--- src/rtl/vscale_src_b_stage_if.sv ---
// vscale_src_b_stage_if: operand-B stage bus (decode-side inputs, bypass channels, registered outputs)
interface vscale_src_b_stage_if #(
   parameter int XLEN    = 32,
   parameter int NUM_BYP = 2,
   parameter int REG_AW  = 5
);
   logic [1:0]              src_b_sel;
   logic [XLEN-1:0]         imm;
   logic [XLEN-1:0]         rs2_data;
   logic [REG_AW-1:0]       rs2_addr;
   logic                    in_valid;
   logic                    stall;
   logic                    kill;
   logic [NUM_BYP-1:0]      byp_valid;
   logic [NUM_BYP*REG_AW-1:0] byp_addr;
   logic [NUM_BYP*XLEN-1:0] byp_data;
   logic [XLEN-1:0]         alu_src_b;
   logic                    out_valid;
   logic                    byp_hit;

   modport master (
      output src_b_sel, imm, rs2_data, rs2_addr, in_valid, stall, kill,
             byp_valid, byp_addr, byp_data,
      input  alu_src_b, out_valid, byp_hit
   );

   modport slave (
      input  src_b_sel, imm, rs2_data, rs2_addr, in_valid, stall, kill,
             byp_valid, byp_addr, byp_data,
      output alu_src_b, out_valid, byp_hit
   );
endinterface

--- src/rtl/vscale_src_b_stage.sv ---
// vscale_src_b_stage: registered ALU operand-B select with rs2 bypass and stall refresh.
// Define SRC_B_BYPASS_EN to enable bypass matching; otherwise RS2 always reads rs2_data.
module vscale_src_b_stage #(
   parameter int XLEN    = 32,
   parameter int NUM_BYP = 2,
   parameter int REG_AW  = 5
) (
   input logic clk,
   input logic reset_n,
   vscale_src_b_stage_if.slave b
);
   typedef enum logic [1:0] {SEL_RS2, SEL_IMM, SEL_FOUR, SEL_ZERO} sel_t;

   sel_t              held_sel;
   logic [REG_AW-1:0] held_addr;
   logic [XLEN-1:0]   fwd_data;
   logic [XLEN-1:0]   ref_data;
   logic [XLEN-1:0]   sel_val;
   logic              fwd_hit;
   logic              ref_hit;
   sel_t              sel;

   assign sel = sel_t'(b.src_b_sel);

`ifdef SRC_B_BYPASS_EN
   // descending scan so the lowest matching channel is the last (winning) write
   always_comb begin
      fwd_data = b.rs2_data;
      fwd_hit  = 1'b0;
      ref_data = b.alu_src_b;
      ref_hit  = 1'b0;
      for (int i = NUM_BYP - 1; i >= 0; i--) begin
         if (b.byp_valid[i] && b.rs2_addr != '0 && b.byp_addr[i*REG_AW +: REG_AW] == b.rs2_addr) begin
            fwd_data = b.byp_data[i*XLEN +: XLEN];
            fwd_hit  = 1'b1;
         end
         if (b.byp_valid[i] && held_addr != '0 && b.byp_addr[i*REG_AW +: REG_AW] == held_addr) begin
            ref_data = b.byp_data[i*XLEN +: XLEN];
            ref_hit  = 1'b1;
         end
      end
   end
`else
   logic unused_byp;
   assign unused_byp = ^{b.byp_valid, b.byp_addr, b.byp_data, held_addr};
   assign fwd_data   = b.rs2_data;
   assign fwd_hit    = 1'b0;
   assign ref_data   = b.alu_src_b;
   assign ref_hit    = 1'b0;
`endif

   assign sel_val = sel == SEL_RS2  ? fwd_data :
                    sel == SEL_IMM  ? b.imm :
                    sel == SEL_FOUR ? XLEN'(4) : '0;

   always_ff @(posedge clk) begin
      if (!reset_n) begin
         b.alu_src_b <= '0;
         b.out_valid <= 1'b0;
         b.byp_hit   <= 1'b0;
         held_sel    <= SEL_ZERO;
         held_addr   <= '0;
      end else if (b.kill) begin
         b.out_valid <= 1'b0;
         b.byp_hit   <= 1'b0;
      end else if (b.stall) begin
         if (b.out_valid && held_sel == SEL_RS2 && ref_hit) begin
            b.alu_src_b <= ref_data;
            b.byp_hit   <= 1'b1;
         end
      end else if (b.in_valid) begin
         b.alu_src_b <= sel_val;
         b.out_valid <= 1'b1;
         b.byp_hit   <= sel == SEL_RS2 && fwd_hit;
         held_sel    <= sel;
         held_addr   <= b.rs2_addr;
      end else begin
         b.out_valid <= 1'b0;
         b.byp_hit   <= 1'b0;
      end
   end
endmodule
--- src/flat_wrapper.sv ---
// flat-port wrapper written by rule: the top's interface ports become plain ports
module vscale_src_b_stage_flat 
#(
   parameter int XLEN    = 32,
   parameter int NUM_BYP = 2,
   parameter int REG_AW  = 5
)
  (clk, reset_n, b_src_b_sel, b_imm, b_rs2_data, b_rs2_addr, b_in_valid, b_stall, b_kill, b_byp_valid, b_byp_addr, b_byp_data, b_alu_src_b, b_out_valid, b_byp_hit);
  vscale_src_b_stage_if #(.XLEN(XLEN), .NUM_BYP(NUM_BYP), .REG_AW(REG_AW)) b_i ();
  input logic clk;
  input logic reset_n;
  input wire logic [$bits(b_i.src_b_sel)-1:0] b_src_b_sel;
  input wire logic [$bits(b_i.imm)-1:0] b_imm;
  input wire logic [$bits(b_i.rs2_data)-1:0] b_rs2_data;
  input wire logic [$bits(b_i.rs2_addr)-1:0] b_rs2_addr;
  input wire logic [$bits(b_i.in_valid)-1:0] b_in_valid;
  input wire logic [$bits(b_i.stall)-1:0] b_stall;
  input wire logic [$bits(b_i.kill)-1:0] b_kill;
  input wire logic [$bits(b_i.byp_valid)-1:0] b_byp_valid;
  input wire logic [$bits(b_i.byp_addr)-1:0] b_byp_addr;
  input wire logic [$bits(b_i.byp_data)-1:0] b_byp_data;
  output wire logic [$bits(b_i.alu_src_b)-1:0] b_alu_src_b;
  output wire logic [$bits(b_i.out_valid)-1:0] b_out_valid;
  output wire logic [$bits(b_i.byp_hit)-1:0] b_byp_hit;
  assign b_i.src_b_sel = b_src_b_sel;
  assign b_i.imm = b_imm;
  assign b_i.rs2_data = b_rs2_data;
  assign b_i.rs2_addr = b_rs2_addr;
  assign b_i.in_valid = b_in_valid;
  assign b_i.stall = b_stall;
  assign b_i.kill = b_kill;
  assign b_i.byp_valid = b_byp_valid;
  assign b_i.byp_addr = b_byp_addr;
  assign b_i.byp_data = b_byp_data;
  assign b_alu_src_b = b_i.alu_src_b;
  assign b_out_valid = b_i.out_valid;
  assign b_byp_hit = b_i.byp_hit;
  vscale_src_b_stage #(.XLEN(XLEN), .NUM_BYP(NUM_BYP), .REG_AW(REG_AW)) u_core (.clk(clk), .reset_n(reset_n), .b(b_i));
endmodule
--- config.mk ---
export PLATFORM = sky130hd
export DESIGN_NAME = vscale_src_b_stage_flat
export DESIGN_NICKNAME = d
export VERILOG_FILES = /design/src/rtl/vscale_src_b_stage_if.sv /design/src/rtl/vscale_src_b_stage.sv /design/src/flat_wrapper.sv
export SDC_FILE = /design/constraint.sdc
export NUM_CORES = 1
export LEC_CHECK = 0
export ABC_AREA = 1
export CAP_MARGIN = 20
export CELL_PAD_IN_SITES_DETAIL_PLACEMENT = 2
export CELL_PAD_IN_SITES_GLOBAL_PLACEMENT = 2
export CORE_UTILIZATION = 14
export CTS_CLUSTER_SIZE = 12
export DETAILED_ROUTE_END_ITERATION = 10
export PLACE_DENSITY_LB_ADDON = 0.1
export SLEW_MARGIN = 10
export SYNTH_ARGS = -nofsm -noshare
export SYNTH_HDL_FRONTEND = slang
export SYNTH_SLANG_ARGS = --single-unit
--- constraint.sdc ---
create_clock -name clk -period 2.4 [get_ports clk]
set_input_delay 0.48 -clock clk [delete_from_list [all_inputs] [get_ports clk]]
set_output_delay 0.48 -clock clk [all_outputs]
set_load 0.01 [all_outputs]
======== Word-level counts from Yosys, hierarchy flattened ========
Index checks and enable logic that the tools add are counted.
W data, S select, Z words.
storage, ports and cells
  input port bits ......................... 152
  register bits after elaboration ......... 33
  output and inout bits ................... 34
  logic and storage cells ................. 14
cells by class
  bitwise logic cells ..................... 3
  muxes and demuxes ....................... 4
  reduce and logical (&&, ||, !) cells .... 3
  equality and inequality tests ........... 2
operators by type and width
  operator              count
  $mux W32              2
  $mux W3               1
  $not A1 Y1            3
  $reduce_and A3 Y1     1
  $eq A2 B1 Y1 const B  1
  $eq A2 B2 Y1 const B  1
  $logic_not A2 Y1      1
  $reduce_or A2 Y1      1
  $mux W1               1

======== Depth between registers and ports, before layout ========
Gate-level depths: netlist (run 1).
  depth in word-level cells ............... 4
  gate-level depth with buffers ........... 7
  gate-level depth less buffers ........... 6

======== Worst setup path before layout (run 1) ========
OpenSTA, ideal clock, no wires.
  path kind ............................... input to register
  start ................................... in b_stall
  end ..................................... reg u_core.b.alu_src_b[0]
  setup time .............................. 0.112 ns
  data arrival time ....................... 1.020 ns
  stages .................................. 5
  slack ................................... 1.268 ns
  required time ........................... 2.288 ns
  path through ............................ nor2_1 > nand2_2 > buf_2 > nor2_1 > nor2_1
on the way
  word-level cells in the longest chain between the ends .. 2
ends and longest elaborated chain
  item                                line                         source
  start: declaration                  flat_wrapper.sv:17           input wire logic [$bits(b_i.stall)-1:0] b_stall;
  $not A1 Y1 (no source line)         --
  $reduce_and A3 Y1 (no source line)  --
  end signal: assignment              vscale_src_b_stage.sv:68     b.alu_src_b <= ref_data;
  end signal: assignment              vscale_src_b_stage.sv:72     b.alu_src_b <= sel_val;
  end: declaration                    vscale_src_b_stage_if.sv:30  output alu_src_b, out_valid, byp_hit
Every way passes these cells.
A chain may end at the register's enable or synchronous reset.

======== Final worst setup path (run 1) ========
  start ................................... reg u_core.b.alu_src_b[20]
  end ..................................... out b_alu_src_b[20]
RTL lines
  item              line                source
  end: declaration  flat_wrapper.sv:22  output wire logic [$bits(b_i.alu_src_b)-1:0] b_alu_src_b;
No word-level cell between the ends.

==> results of run 1 <==
[stage by stage]
| stage | std cells | utilization, % | power, mW |
|---|---|---|---|
| floorplan | 325 | - | 0.761 |
| global placement | 591 | 23.2 | 0.969 |
| detailed placement | 591 | 23.2 | 0.977 |
| CTS | 598 | 24.3 | 1.66 |
| global route | 598 | 24.3 | 1.71 |
| finish | 598 | 24.3 | 1.60 |
[layout make-up]
cell class                      count  area, sq um
Tap cell                          176          220
Clock buffer                        7          143
Timing Repair Buffer              111         1120
Sequential cell                    33          661
Multi-Input combinational cell    235          958
Inverter                           36          135
Fill cell                        1597        10100
[final timing paths]
kind                                              end  depth (start not counted)  slack [ns]
hold / removal    u_core.b.alu_src_b[23]$_SDFFE_PN0P_                          4        0.52
setup reg to reg  u_core.b.alu_src_b[10]$_SDFFE_PN0P_                          4        1.75
setup / recovery                      b_alu_src_b[20]                          1        0.75
hold reg to reg   u_core.b.alu_src_b[23]$_SDFFE_PN0P_                          4        0.52
[placed cells by master, fill, tap and decap left out]
cell,count
nand3_1,30
clkdlybuf4s50_1,103
nand2_2,11
o21bai_1,1
nand2_1,122
clkbuf_16,5
inv_2,1
dfxtp_1,33
nor2_1,69
conb_1,1
buf_12,2
nor2_4,1
inv_1,35
clkbuf_8,1
clkbuf_1,1
buf_4,6
[power by group through the flow]
| stage | logic, mW | clock network, mW | registers (mW) |
|---|---|---|---|
| 3_5_place_dp | 0.374 | 0 | 0.603 |
| 3_3_place_gp | 0.368 | 0 | 0.601 |
| 5_1_grt | 0.406 | 0.706 | 0.594 |
| 4_1_cts | 0.376 | 0.694 | 0.592 |
| 6_report | 0.363 | 0.647 | 0.591 |
| 2_1_floorplan | 0.146 | 0 | 0.615 |
[per-layer routing]
metal / GRT usage (%) / wire length, um
met5: 0 / 0
met1: 12.1 / 3150
met3: 3.43 / 463
met4: 3.09 / 68
met2: 18.8 / 3570
[flip-flops by register name, indices dropped and copies added, names as in the netlist]
signal              cells
u_core.b.alu_src_b     32
u_core.b.out_valid      1
[worst reg2reg max path, cell delays in order (launching register included)]
cell and delay, ns:
dfxtp_1 0.33, inv_1 0.05, nand2_1 0.05, nand2_1 0.05
nor2_1 0.11
[cell families after synthesis]
kind of cell | after synthesis
AOI/OAI and AO/OA | 1
buffers and inverters | 57
DFF | 33
other | 1
and+or+nand+nor | 233
==> flow_metrics.py, run 1 <==
metrics = {
    "outcome": {
        "outcome": "complete, no violations",
    },
    "synthesis": {
        "synthSimpleGateAreaFrac_pct": 49.6,
        "synth-compound-area-share_pct": 0.393,
        "postSynthCellCount": 325,
        "synth_xor_area_share_pct": 0,
        "synth_cell_type_count": 15,
        "synth_edf_count": 0,
        "synthMuxAreaShare_pct": 0,
        "synth_top_cell_area_share_pct": 34.6,
        "yosysMostFrequentCell": "nand2_1",
        "syn_area_sq_um": 1910,
        "ys_seq_elements": 33,
        "yosys_most_used_dff": "dfxtp_1",
        "synth_top_family_by_area": "simple AND/OR/NAND/NOR gates",
        "synth.area.top_cells": "dfxtp_1, nand2_1, nor2_1, nand3_1, inv_1",
        "synthAdderAreaFrac_pct": 0,
        "synth_nets": 477,
        "ys_seq_area_share_pct": 34.6,
        "async_flop_share_pct": 0,
        "synth_commonest_cells": "nand2_1, nor2_1, inv_1, dfxtp_1, nand3_1",
        "synth_area_leader_cell": "dfxtp_1",
        "post_synth.cell_area_avg_sq_um": 5.87,
        "yosys_warnings": 0,
    },
    "floorplanning": {
        "io_pins": 186,
        "die_y_um": 119,
        "rows": 42,
        "dieWidth_um": 119,
        "core_area_sq_um": 13300,
        "die-area_sq_um": 14100,
        "initial_core_util_pct": 14.4,
    },
    "placement": {
        "place_ws_ns": 0.409,
        "place_congestion": 0.651,
        "dp_hpwl_um": 5240,
        "port_buffers": 103,
        "placed_cell_area_sq_um": 3090,
    },
    "detailed_routing": {
        "wl_um": 7260,
        "drc": 0,
        "via_per_inst": 3.76,
        "ant_nets": 0,
        "vias": 2250,
        "dr.pass1.iters": 2,
        "drtIter0Drc": 29,
        "wl_per_cell_um": 12.1,
    },
    "sta": {
        "post-route-min-period_ns": 1.65,
        "fmax_mhz": 604,
        "worst_hold_slack_ns": 0.521,
        "grt_setup_unrepaired": "false",
        "timing.final.hold_violations": 0,
        "report.final.slew_viol_count": 0,
        "setup_violations": 0,
        "setup_tns_ns": 0,
        "period_share_pct": 68.9,
        "fin_skew_ns": 0,
        "fin_ws_ns": 0.746,
    },
    "global_routing": {
        "grt_max_degree": 63,
        "grt_pass1_wl_um": 11700,
        "antenna_found_initial": 0,
        "grt_use_total_pct": 10.6,
        "globalRouteOverflowTotal": 0,
        "grt_pass1_vias": 2390,
    },
    "clock_network": {
        "ctsLongestPathBuffers": 2,
        "cts_buffers": 5,
        "ctsHoldBuffers": 0,
        "cts_tree": "yes",
        "cts.sinks": 33,
        "root_buffer": "clkbuf_16",
        "cts_resized": 0,
        "cts_setup_buffers": 0,
        "htreeDepth": 2,
        "path_clk_slew_ns": 0.06,
        "clk-insertion-delay-late_ns": 0.27,
    },
    "power_and_ir_drop": {
        "power.density_nw_per_um2": 495,
        "ir_drop_mv": 0.168,
        "seq_power_share_pct": 36.9,
        "p_clk_share_pct": 40.4,
        "leakagePower_nw": 1.50,
        "internal_power_mw": 1.19,
        "p_sw_mw": 0.412,
        "pwr-share-comb_pct": 22.7,
        "netSwitchingFraction_pct": 25.7,
    },
    "min_path": {
        "holdCritStartpoint": "u_core.b.alu_src_b[23]$_SDFFE_PN0P_",
        "hp-class": "reg -> reg",
    },
    "setup_path": {
        "slowest_delay_ns": 0.56,
        "worstPathMaxFanout": 2,
        "cp_data_required_time_ns": 1.92,
        "cp_cell_sequence": "clkdlybuf4s50_1",
        "crit_path_start": "u_core.b.alu_src_b[20]$_SDFFE_PN0P_",
        "critPathCaptureType": "output pin",
        "criticalPathCategory": "reg -> out",
        "cp.arrival_ns": 1.17,
        "crit_buf_inv": 1,
        "cpMaxStageDelayCell": "clkdlybuf4s50_1",
        "startpoint_type": "flop",
        "path_delay_family": "buffers and inverters",
        "r2r_start": "u_core.b.alu_src_b[10]$_SDFFE_PN0P_",
    },
    "flow_run": {
        "max-cap-violations": 0,
    },
    "final_layout": {
        "design_area_sq_um": 3230,
        "nNetsFinal": 574,
        "area_delta_synth_final_pct": 69.3,
        "antenna_cells": 0,
        "drive_gt1_share_pct": 6.40,
    },
}
No activity file was read; power rests on OpenSTA's default activity.
==> run 2: changes to the inputs <==
--- a/config.mk
+++ b/config.mk
@@ -9,7 +9,7 @@
 export CAP_MARGIN = 20
 export CELL_PAD_IN_SITES_DETAIL_PLACEMENT = 2
 export CELL_PAD_IN_SITES_GLOBAL_PLACEMENT = 2
-export CORE_UTILIZATION = 14
+export CORE_UTILIZATION = 13
 export CTS_CLUSTER_SIZE = 12
 export DETAILED_ROUTE_END_ITERATION = 10
 export PLACE_DENSITY_LB_ADDON = 0.1
==> constraint.sdc (replaced) <==
create_clock -name clk -period 1.58 [get_ports clk]
set_input_delay 0.316 -clock clk [delete_from_list [all_inputs] [get_ports clk]]
set_output_delay 0.316 -clock clk [all_outputs]
set_load 0.01 [all_outputs]
==> run 2 against run 1 <==
Against the previous run:
- hold slack worse by 0.0038 ns
- total power grew 57%
- die area up 7.6%
- first-iteration DRC count grew 66%
- largest cell class unchanged
- highest routed layer unchanged
==> flow_metrics.py, run 2 (same netlist as run 1, synthesis figures left out) <==
metrics = {
    "outcome": {
        "outcome": "complete, no violations",
    },
    "setup_path": {
        "worstPathMaxFanout": 2,
        "startpoint_type": "flop",
        "crit_buf_inv": 1,
        "worst-r2r-setup-slack_ns": 0.93,
        "cpMaxStageDelayCell": "clkdlybuf4s50_1",
        "path_delay_family": "buffers and inverters",
        "criticalPathCategory": "reg -> out",
        "r2r_start": "u_core.b.alu_src_b[21]$_SDFFE_PN0P_",
        "cp_cell_sequence": "clkdlybuf4s50_1",
        "reg2reg_to": "u_core.b.alu_src_b[21]$_SDFFE_PN0P_",
        "ff2ff_path_depth": 4,
        "cp.arrival_ns": 1.18,
        "critPathCaptureType": "output pin",
        "cp_data_required_time_ns": 1.26,
        "slowest_delay_ns": 0.55,
    },
    "sta": {
        "worst_hold_slack_ns": 0.518,
        "fin_skew_ns": 0,
        "timing.final.hold_violations": 0,
        "report.final.slew_viol_count": 0,
        "fmax_mhz": 668,
        "grt_setup_unrepaired": "false",
        "setup_violations": 0,
        "setup_tns_ns": 0,
        "period_share_pct": 94.8,
        "fin_ws_ns": 0.0828,
        "post-route-min-period_ns": 1.50,
    },
    "min_path": {
        "hold-path-cell-count": 4,
        "hp-class": "reg -> reg",
        "min_to": "u_core.b.alu_src_b[17]$_SDFFE_PN0P_",
        "holdCritStartpoint": "u_core.b.alu_src_b[17]$_SDFFE_PN0P_",
    },
    "floorplanning": {
        "core_area_sq_um": 14100,
        "io_pins": 186,
        "die_y_um": 123,
        "initial_core_util_pct": 13.5,
        "dieWidth_um": 123,
        "rows": 43,
        "die-area_sq_um": 15200,
    },
    "placement": {
        "dp_hpwl_um": 5610,
        "dp_cells": 598,
        "place_ws_ns": -0.106,
        "port_buffers": 103,
        "placed_cell_area_sq_um": 3170,
        "place_congestion": 0.698,
    },
    "power_and_ir_drop": {
        "power.density_nw_per_um2": 758,
        "leakagePower_nw": 1.55,
        "ir_drop_mv": 0.318,
        "power_mw": 2.52,
    },
    "detailed_routing": {
        "ant_nets": 0,
        "via_per_inst": 3.70,
        "drtIter0Drc": 48,
        "wl_um": 7380,
        "vias": 2242,
        "wl_per_cell_um": 12.2,
        "dr.pass1.iters": 2,
        "drc": 0,
    },
    "final_layout": {
        "design_area_sq_um": 3330,
        "fill_cells": 1728,
        "regMostFlops": "u_core.b.alu_src_b",
        "fin_util_pct": 23.6,
        "fin_cells": 606,
        "reg.largest.list": "u_core.b.alu_src_b: 32 flops, u_core.b.out_valid: 1 flops",
        "nNetsFinal": 577,
        "largest_reg_flops": 32,
        "mostFrequentLayoutCell": "nand2_1",
        "area_delta_synth_final_pct": 74.2,
        "antenna_cells": 0,
        "final_cell_mix": "nand2_1, clkdlybuf4s50_1, nor2_1",
        "drive_gt1_share_pct": 7.51,
    },
    "clock_network": {
        "cts_tree": "yes",
        "htreeDepth": 2,
        "ctsHoldBuffers": 0,
        "cts_buffers": 5,
        "root_buffer": "clkbuf_16",
        "ctsLongestPathBuffers": 2,
        "cts.sinks": 33,
        "cts_setup_buffers": 0,
        "cts_resized": 0,
        "clk-insertion-delay-late_ns": 0.28,
        "path_clk_slew_ns": 0.06,
    },
    "global_routing": {
        "antenna_found_initial": 0,
        "grt_max_degree": 34,
        "grt_pass1_vias": 2247,
        "grt_pass1_wl_um": 11400,
        "grt_use_total_pct": 10.2,
        "globalRouteOverflowTotal": 0,
    },
    "flow_run": {
        "max-cap-violations": 0,
    },
}
==> run 2: cell count changes in the layout (fill, tap and decap cells not counted) <==
| cell | delta |
|---|---|
| buf_4 | -1 |
| clkbuf_1 | -1 |
| buf_12 | +4 |
| clkbuf_8 | +1 |
| clkinv_2 | +1 |
==> run 2: worst register-to-register path, stage by stage, from the launching register on <==
cell and delay [ns]:
dfxtp_1 0.35, inv_1 0.05, nand2_1 0.06, nand2_1 0.05, nor2_1 0.09
==> run 2: how the worst max path moves through the flow <==
stage / from / endpoint / cells after the start
2_1_floorplan: b_stall / u_core.b.alu_src_b[0]$_SDFFE_PN0P_ / 5
5_1_grt: u_core.b.alu_src_b[31]$_SDFFE_PN0P_ / b_alu_src_b[31] / 1
3_3_place_gp: b_src_b_sel[0] / u_core.b.alu_src_b[9]$_SDFFE_PN0P_ / 7
4_1_cts: u_core.b.alu_src_b[31]$_SDFFE_PN0P_ / b_alu_src_b[31] / 1
3_5_place_dp: b_src_b_sel[0] / u_core.b.alu_src_b[12]$_SDFFE_PN0P_ / 7
6_report: u_core.b.alu_src_b[21]$_SDFFE_PN0P_ / b_alu_src_b[21] / 1
==> run 2: final cells by class <==
type | instances | area, sq um | share of cell area, %
clock buffers | 7 | 153 | 4.59
clock inverters | 1 | 5.00 | 0.150
inverters | 36 | 135 | 4.06
multi-input cells | 235 | 958 | 28.8
flip-flops and latches | 33 | 661 | 19.9
well taps | 180 | 225 | 6.77
repair buffers | 114 | 1190 | 35.7
==> run 2: where the power goes <==
| part | internal [mW] | leakage (nW) | switching, mW | total, mW |
|---|---|---|---|---|
| sequential | 0.876 | 0.270 | 0.0215 | 0.897 |
| clock | 0.668 | 0.0799 | 0.380 | 1.05 |
| combinational | 0.329 | 1.20 | 0.245 | 0.574 |
| total | 1.87 | 1.55 | 0.647 | 2.52 |
==> run 2: metal layers <==
| layer | share of wire [%] | vias to the layer above | global-route usage (%) |
|---|---|---|---|
| met5 | 0 | - | 0 |
| met4 | 1.4 | 0 | 3.61 |
| met3 | 7.8 | 5 | 3.83 |
| met2 | 47 | 61 | 17.0 |
| met1 | 43 | 1025 | 11.9 |
| li1 | - | 1151 | - |
==> run 3: changes to the inputs <==
--- a/config.mk
+++ b/config.mk
@@ -9,7 +9,7 @@
 export CAP_MARGIN = 20
 export CELL_PAD_IN_SITES_DETAIL_PLACEMENT = 2
 export CELL_PAD_IN_SITES_GLOBAL_PLACEMENT = 2
-export CORE_UTILIZATION = 13
+export CORE_UTILIZATION = 14
 export CTS_CLUSTER_SIZE = 12
 export DETAILED_ROUTE_END_ITERATION = 10
 export PLACE_DENSITY_LB_ADDON = 0.1
==> constraint.sdc (replaced) <==
create_clock -name clk -period 1.8 [get_ports clk]
set_input_delay 0.36 -clock clk [delete_from_list [all_inputs] [get_ports clk]]
set_output_delay 0.36 -clock clk [all_outputs]
set_load 0.01 [all_outputs]
==> run 3 against run 2 <==
Against the previous run:
- sequential power down 12%
- sequential share of layout area rose by 0.38 points
- critical path depth stayed put
- hold slack about the same
- cell count fell by 1.5%
- clock power fell by 18%
- global-route usage grew 0.54 points
- clock-buffer cell count is the same
- via count grew 0.45%
- register-to-register slack improved by 0.23 ns
- first-iteration DRC count fell by 31%
- critical path type unchanged
==> flow_metrics.py, run 3 (same netlist as run 1, synthesis figures left out) <==
metrics = {
    "global_routing": {
        "met1_usage_pct": 11.6,
        "use_met2_pct": 19.7,
        "top_usage_layer": "met2",
        "antenna_found_initial": 0,
        "grt_use_total_pct": 10.8,
        "use_met3_pct": 3.47,
        "grt_max_degree": 35,
        "globalRouteOverflowTotal": 0,
        "grt_pass1_wl_um": 11900,
        "grt_pass1_vias": 2455,
    },
    "power_and_ir_drop": {
        "power_mw": 2.15,
        "pwr-share-comb_pct": 23.0,
        "leakagePower_nw": 1.51,
        "seq_power_share_pct": 36.7,
        "p_clk_share_pct": 40.4,
        "internal_power_mw": 1.59,
        "netSwitchingFraction_pct": 25.8,
        "p_sw_mw": 0.553,
        "power.density_nw_per_um2": 658,
        "ir_drop_mv": 0.260,
    },
    "flow_run": {
        "max-cap-violations": 0,
    },
    "detailed_routing": {
        "dr.pass1.iters": 2,
        "via_per_inst": 3.77,
        "wl_um": 7150,
        "drtIter0Drc": 33,
        "vias": 2252,
        "ant_nets": 0,
        "wl_per_cell_um": 12.0,
        "drc": 0,
    },
    "clock_network": {
        "root_buffer": "clkbuf_16",
        "cts_buffers": 5,
        "clk-insertion-delay-late_ns": 0.27,
        "ctsHoldBuffers": 0,
        "htreeDepth": 2,
        "path_clk_slew_ns": 0.06,
        "cts_tree": "yes",
        "cts_resized": 0,
        "cts_setup_buffers": 0,
        "ctsLongestPathBuffers": 2,
        "cts.sinks": 33,
    },
    "placement": {
        "placed_cell_area_sq_um": 3120,
        "dp_hpwl_um": 5260,
        "port_buffers": 103,
        "dp_cells": 590,
        "place_congestion": 0.652,
        "place_ws_ns": -0.00474,
    },
    "floorplanning": {
        "initial_core_util_pct": 14.4,
        "rows": 42,
        "io_pins": 186,
        "core_area_sq_um": 13300,
        "die-area_sq_um": 14100,
        "die_y_um": 119,
        "dieWidth_um": 119,
    },
    "setup_path": {
        "critPathCaptureType": "output pin",
        "cp_cell_sequence": "clkdlybuf4s50_1",
        "cp_data_required_time_ns": 1.44,
        "slowest_delay_ns": 0.57,
        "cp.arrival_ns": 1.17,
        "startpoint_type": "flop",
        "criticalPathCategory": "reg -> out",
        "cpMaxStageDelayCell": "clkdlybuf4s50_1",
        "path_delay_family": "buffers and inverters",
        "crit_buf_inv": 1,
        "worstPathMaxFanout": 2,
    },
    "sta": {
        "grt_setup_unrepaired": "false",
        "fin_ws_ns": 0.266,
        "fmax_mhz": 652,
        "setup_violations": 0,
        "timing.final.hold_violations": 0,
        "fin_skew_ns": 0,
        "setup_tns_ns": 0,
        "report.final.slew_viol_count": 0,
        "relSlewSlack_pct": 60.2,
        "worst_hold_slack_ns": 0.518,
        "post-route-min-period_ns": 1.53,
        "period_share_pct": 85.2,
        "worstMarginPinSlew_ns": 0.597,
    },
    "final_layout": {
        "final_cell_mix": "nand2_1, clkdlybuf4s50_1, nor2_1",
        "mostFrequentLayoutCell": "nand2_1",
        "design_area_sq_um": 3260,
        "regMostFlops": "u_core.b.alu_src_b",
        "reg.largest.list": "u_core.b.alu_src_b: 32 flops, u_core.b.out_valid: 1 flops",
        "nNetsFinal": 573,
        "fin_cells": 597,
        "antenna_cells": 0,
        "area_delta_synth_final_pct": 70.9,
        "fin_util_pct": 24.5,
        "largest_reg_flops": 32,
        "drive_gt1_share_pct": 6.18,
    },
    "outcome": {
        "outcome": "complete, no violations",
    },
    "min_path": {
        "hp-class": "reg -> reg",
    },
}
-- run 3: layout make-up --
| type | instances | area, sq um |
|---|---|---|
| Multi-Input combinational cell | 235 | 958 |
| Fill cell | 1606 | 10000 |
| Clock buffer | 7 | 143 |
| Sequential cell | 33 | 661 |
| Inverter | 36 | 135 |
| Tap cell | 176 | 220 |
| Timing Repair Buffer | 110 | 1150 |
-- run 3: final timing paths --
check                                 startpoint                                   to  slack, ns  cells past startpoint
max reg2reg  u_core.b.alu_src_b[20]$_SDFFE_PN0P_  u_core.b.alu_src_b[20]$_SDFFE_PN0P_       1.16                      4
min reg2reg   u_core.b.alu_src_b[1]$_SDFFE_PN0P_   u_core.b.alu_src_b[1]$_SDFFE_PN0P_       0.52                      4
max          u_core.b.alu_src_b[22]$_SDFFE_PN0P_                      b_alu_src_b[22]       0.27                      1
min           u_core.b.alu_src_b[1]$_SDFFE_PN0P_   u_core.b.alu_src_b[1]$_SDFFE_PN0P_       0.52                      4
-- run 3: metal layers --
metal	part of all wire (%)	vias up
li1	-	1144
met4	1.3	0
met1	42	1043
met2	50	58
met5	0	-
met3	6.8	7
-- run 3: power by group through the flow --
stage               logic [mW]  registers (mW)  clock network, mW
CTS                      0.511           0.788              0.911
finish                   0.493           0.787              0.866
detailed placement       0.509           0.803                  0
global route             0.552           0.791              0.939
global placement         0.497           0.802                  0
floorplan                0.194           0.820                  0
